File: src/rtl/uart_rx_pkg.sv
// rtl/uart_rx_pkg.sv - shared state encodings, defaults and data-width clamp for the UART receiver
package uart_rx_pkg;

    localparam int OVERSAMPLE_DEF = 16;
    localparam int DATA_MAX_DEF   = 8;
    localparam int NB_MIN         = 5;
    localparam int NB_MAX         = 8;
    localparam int NB_CLAMP       = 8;

    typedef enum logic [2:0] {
        ST_IDLE      = 3'd0,
        ST_START     = 3'd1,
        ST_DATA      = 3'd2,
        ST_STOP      = 3'd3,
        ST_WAIT_IDLE = 3'd4
    } rx_state_t;

    // Out-of-range widths fall back to a full byte so a bad setting never truncates data.
    function automatic logic [3:0] clamp_nbits(input logic [3:0] n);
        return (n >= 4'(NB_MIN) && n <= 4'(NB_MAX)) ? n : 4'(NB_CLAMP);
    endfunction

endpackage

File: src/rtl/uart_sync2.sv
// rtl/uart_sync2.sv - two-flop synchroniser for asynchronous single-bit inputs
module uart_sync2 #(
    parameter logic RESET_VAL = 1'b1
) (
    input  logic clock,
    input  logic reset,
    input  logic d,
    output logic q
);

    logic meta;

    always_ff @(posedge clock) begin
        if (reset) begin
            meta <= RESET_VAL;
            q    <= RESET_VAL;
        end else begin
            meta <= d;
            q    <= meta;
        end
    end

endmodule

File: src/rtl/uart_rx.sv
// rtl/uart_rx.sv - 16x oversampled UART receiver with start qualification and framing check
module uart_rx
    import uart_rx_pkg::*;
#(
    parameter int OVERSAMPLE = OVERSAMPLE_DEF,
    parameter int DATA_MAX   = DATA_MAX_DEF
) (
    input  logic                clock,
    input  logic                reset,
    input  logic                Tick_in,
    input  logic [3:0]          N_bits,
    input  logic                Rx_in,
    output logic [DATA_MAX-1:0] Message_out,
    output logic                Rx_done,
    output logic                Frame_err,
    output logic                Rx_busy
);

    localparam int TW   = $clog2(OVERSAMPLE);
    localparam int IDXW = $clog2(DATA_MAX);
    localparam logic [TW-1:0] TICK_HALF = TW'(OVERSAMPLE / 2 - 1);
    localparam logic [TW-1:0] TICK_LAST = TW'(OVERSAMPLE - 1);

    rx_state_t state, state_d;

    logic                rx_s;
    logic [TW-1:0]       tick_cnt;
    logic [3:0]          bit_cnt;
    logic [3:0]          nb_q;
    logic [DATA_MAX-1:0] shreg;

    logic start_frame, enter_data, sample_bit, tick_inc, good_frame, bad_frame;

    uart_sync2 #(.RESET_VAL(1'b1)) u_sync (
        .clock (clock),
        .reset (reset),
        .d     (Rx_in),
        .q     (rx_s)
    );

    always_ff @(posedge clock) begin
        if (reset) begin
            state <= ST_IDLE;
        end else begin
            state <= state_d;
        end
    end

    always_comb begin
        state_d     = state;
        start_frame = 1'b0;
        enter_data  = 1'b0;
        sample_bit  = 1'b0;
        tick_inc    = 1'b0;
        good_frame  = 1'b0;
        bad_frame   = 1'b0;
        case (state)
            ST_IDLE: begin
                if (!rx_s) begin
                    state_d     = ST_START;
                    start_frame = 1'b1;
                end
            end
            ST_START: begin
                if (Tick_in) begin
                    if (tick_cnt == TICK_HALF) begin
                        // A line that is high again at mid start bit was only a glitch.
                        if (!rx_s) begin
                            state_d    = ST_DATA;
                            enter_data = 1'b1;
                        end else begin
                            state_d = ST_IDLE;
                        end
                    end else begin
                        tick_inc = 1'b1;
                    end
                end
            end
            ST_DATA: begin
                if (Tick_in) begin
                    if (tick_cnt == TICK_LAST) begin
                        sample_bit = 1'b1;
                        if (bit_cnt == nb_q - 4'd1) begin
                            state_d = ST_STOP;
                        end
                    end else begin
                        tick_inc = 1'b1;
                    end
                end
            end
            ST_STOP: begin
                if (Tick_in) begin
                    if (tick_cnt == TICK_LAST) begin
                        if (rx_s) begin
                            good_frame = 1'b1;
                            state_d    = ST_IDLE;
                        end else begin
                            bad_frame = 1'b1;
                            state_d   = ST_WAIT_IDLE;
                        end
                    end else begin
                        tick_inc = 1'b1;
                    end
                end
            end
            ST_WAIT_IDLE: begin
                if (rx_s) begin
                    state_d = ST_IDLE;
                end
            end
            default: state_d = ST_IDLE;
        endcase
    end

    always_ff @(posedge clock) begin
        if (reset) begin
            tick_cnt    <= '0;
            bit_cnt     <= '0;
            nb_q        <= '0;
            shreg       <= '0;
            Message_out <= '0;
            Rx_done     <= 1'b0;
            Frame_err   <= 1'b0;
        end else begin
            Rx_done   <= good_frame;
            Frame_err <= bad_frame;
            if (start_frame) begin
                tick_cnt <= '0;
                nb_q     <= clamp_nbits(N_bits);
            end else if (enter_data) begin
                // Clearing here keeps bits above the frame width at zero.
                tick_cnt <= '0;
                bit_cnt  <= '0;
                shreg    <= '0;
            end else if (sample_bit) begin
                shreg[bit_cnt[IDXW-1:0]] <= rx_s;
                bit_cnt                  <= bit_cnt + 4'd1;
                tick_cnt                 <= '0;
            end else if (tick_inc) begin
                tick_cnt <= tick_cnt + 1'b1;
            end
            if (good_frame) begin
                Message_out <= shreg;
            end
        end
    end

    assign Rx_busy = (state != ST_IDLE);

endmodule

File: config.mk
export PLATFORM = sky130hd
export DESIGN_NAME = uart_rx
export DESIGN_NICKNAME = d
export VERILOG_FILES = /design/src/rtl/uart_rx_pkg.sv /design/src/rtl/uart_sync2.sv /design/src/rtl/uart_rx.sv
export SDC_FILE = /design/constraint.sdc
export NUM_CORES = 1
export LEC_CHECK = 0
export ABC_AREA = 1
export BUFFER_PORTS_ARGS = -buffer_cell sky130_fd_sc_hd__buf_2
export CAP_MARGIN = 5
export CORE_MARGIN = 2
export CORE_UTILIZATION = 30
export DETAILED_ROUTE_END_ITERATION = 10
export GPL_TIMING_DRIVEN = 0
export SLEW_MARGIN = 20
export SYNTH_ARGS = -nofsm -noshare
export SYNTH_HDL_FRONTEND = slang
export SYNTH_SLANG_ARGS = --single-unit
export TNS_END_PERCENT = 5
File: constraint.sdc
create_clock -name clock -period 2.2 [get_ports clock]
set_input_delay 0.11 -clock clock [delete_from_list [all_inputs] [get_ports clock]]
set_output_delay 0.11 -clock clock [all_outputs]
set_load 0.02 [all_outputs]
==> summary.txt <==
CTS
  – Postcts setup bufs: 0
  – Reg clk slew, reported paths: 0.08 ns
  – Clock Tree Buf Depth: 2
  – Htree depth: 2
  – CTS root buf: clkbuf_8
  – Clock latency on the worst-skew pair: 0.29 ns
  – Post_cts resized: 0
  – Clock Sinks: 35
  – CTS tree: built
  – CTS Hold Buffers Added: 1
  – Total CTS buffers: 5

Yosys
  – Post-synth EDFFs: 0
  – Synth area leader: dfxtp_1
  – Cells taking the most area after synthesis: dfxtp_1, a21oi_1, nand2_1
  – Share of the synthesized area in the top cell type: 0.4003
  – Cells after Synth: 235
  – Seq cells post-synth: 35
  – Net count after synthesis: 246
  – Syn. warnings: 0
  – Most common cell in the netlist: nand2_1
  – Post-synth top cells: nand2_1, dfxtp_1, a21oi_1
  – Synth cell types: 30
  – Cell Area, Synth: 0.001750 mm2
  – Seq/Total Area, Yosys: 0.4003
  – Avg Inst Size Synth: 7.449 um2
  – Post-synth ARST share: 0
  – Most frequently used flop master after synthesis: dfxtp_1

Worst setup path
  – Slowest CP cell: dfxtp_1
  – CP dominant cell by count: nor2_1
  – CP Capture Type: register
  – Critical Path Start: tick_cnt[0]
  – Critical Path Start Type: register
  – Crit path required time: 2.38 ns
  – R2r startpoint: tick_cnt[0]
  – Worst Path Max Fanout: 9
  – CP arrival: 1.94 ns
  – Cells along the critical path: ha_1 -> nand2_2 -> nor2_2 -> nand2_4 -> nor3_4 -> inv_2 -> nor2_1 -> nor2_1
  – Setup CP Type: reg -> reg
  – Crit path largest cell delay: 0.37 ns

Power
  – Internal: 1.072 mW
  – Reg power frac: 0.438
  – Power Dens Cells: 812.3 mW/mm2
  – Combinational power share: 0.268
  – Maximum VDD drop: 339.0 uV
  – Switching share of power: 0.3495
  – Clk network pwr share: 0.294
  – Leak: 0.8887 nW
  – P_sw: 0.5759 mW

GRT
  – Global-route wire length before repair: 6.499 mm
  – Largest net degree at the start of global routing: 11
  – Total gr overflow: 0
  – GRT Total Usage: 0.1298
  – Vias in the first global route: 1,432
  – Antenna violations before repair: 0

Die
  – Die Span X: 80.39 um
  – Die area: 0.006462 mm2
  – Floorplan core area: 0.005574 mm2
  – Io pins: 19
  – Starting Density: 0.3140
  – Std-Cell Rows: 27
  – Die height: 80.39 um

Detailed routing
  – Via count: 1,572
  – Met2 WL post-DR: 1.554 mm
  – DR vias/cell: 4.721
  – Metal-1 WL: 1.998 mm
  – Metal3 WL: 170 um
  – Routed len/inst: 11.32 um
  – Post-Route WL: 3.770 mm
  – Residual DRC: 0
  – Antenna Nets Post-Route: 0
  – DR top layer: met4
  – DRT iter0 DRCs: 85
  – TritonRoute pass-1 iters: 4

Timing
  – Min cycle time layout: 1.760 ns
  – Final Hold Viols: 0
  – Max-slew violation count: 0
  – Clock skew: 0.009499 ns
  – WHS: 0.1231 ns
  – Post-route clock period utilization: 0.8001
  – Max frequency: 568.1 MHz
  – RSZ-0062 raised after global routing: false
  – Fin Setup TNS: 0 ns
  – Final setup viols: 0
  – Slew headroom: 0.6583
  – Worst Tran Pin Value: 0.5125 ns

Final layout
  – Inserted Diodes: 0
  – Fin nets: 272
  – Area grow syn2layout: 15.87%
  – Share of cells above drive strength 1: 0.1992

Status
  – Status: complete, no violations

Place
  – Gpl congestion: 0.7873
  – Number of I/O port buffers: 18
  – Detailed placement HPWL: 2.730 mm

Worst hold path
  – Hold WC Path Type: in -> reg
  – HP Start: reset

Run
  – Max Cap Violations: 0
registers in the layout (all words and copies together), names as in the netlist, 3 cells and up:
name / flops
bit_cnt: 4
shreg: 8
Message_out: 8
nb_q: 4
tick_cnt: 4
state: 3
through the flow:
| step | utilization | total power, mW | cell area [um2] | instances | setup slack [ns] |
|---|---|---|---|---|---|
| 6_report | 0.3639 | 1.647 | 2028 | 333 | 0.4397 |
| 5_1_grt | 0.3639 | 1.752 | 2028 | 333 | 0.2686 |
| 4_1_cts | 0.3639 | 1.665 | 2028 | 333 | 0.4152 |
| 3_5_place_dp | 0.3464 | 1.178 | 1931 | 325 | 0.4359 |
| 3_3_place_gp | 0.3464 | 1.176 | 1931 | 325 | 0.5032 |
| 2_1_floorplan | - | 1.085 | 1750 | 235 | 0.7600 |
logic make-up after synthesis:
group           Yosys count  synth area share
simple gates            118            0.3424
buf+inv                  27           0.06719
xor+xnor                  3           0.01501
flops                    35            0.4003
compound gates           49            0.1537
fa+ha+maj                 3           0.02145
final timing paths:
kind              slack [ns]  cells past startpoint        endpoint
setup reg to reg        0.44                      8  Message_out[3]
setup / recovery        0.44                      8  Message_out[3]
hold / removal          0.12                      4        state[1]
hold reg to reg         0.41                      1        u_sync.q
critical path, delay by kind of cell, from the launching register on:
kind / cells / cell delay (ns)
adders and majority gates: 1 / 0.22
buffers and inverters: 1 / 0.16
DFF: 1 / 0.37
and+or+nand+nor: 6 / 0.90
cell type report:
cell class | count | area [um2]
multi-input cells | 173 | 932.1
fillers | 609 | 3546
repair buffers | 19 | 100.1
clock inverters | 1 | 5.005
plain buffers | 7 | 37.54
inverters | 20 | 80.08
clock buffers | 6 | 82.58
well taps | 72 | 90.09
flip-flops and latches | 35 | 700.7
per-layer routing:
metal / up-vias / track usage
met5: - / 0
met3: 6 / 0.03708
met2: 26 / 0.1925
met4: 0 / 0.05085
li1: 833 / -
met1: 707 / 0.1766
power by group through the flow:
stage,registers (mW),clock network (mW),logic [mW]
after floorplan,0.724,0,0.360
after detailed placement,0.735,0,0.443
final,0.721,0.484,0.442
after CTS,0.721,0.499,0.446
after global routing,0.728,0.522,0.501
after global placement,0.734,0,0.442
layout by cell type, fill, tap and decap left out, types with 2 or more instances in the layout:
cell and n:
nand2_1 40, dfxtp_1 35, a21oi_1 30, nor2_1 26, nand3_1 24, buf_2 21, inv_1 17, o21ai_0 11
nor3_1 9, clkbuf_8 6, nand2_2 5, nor2_4 3, clkbuf_1 3, a31oi_1 3, ha_1 3, nand2_4 2
inv_2 2, nor2_2 2, nor2_8 2, or2_2 2, xor2_1 2, a211oi_1 2
Note: power is estimated with default switching activity, not from simulation.
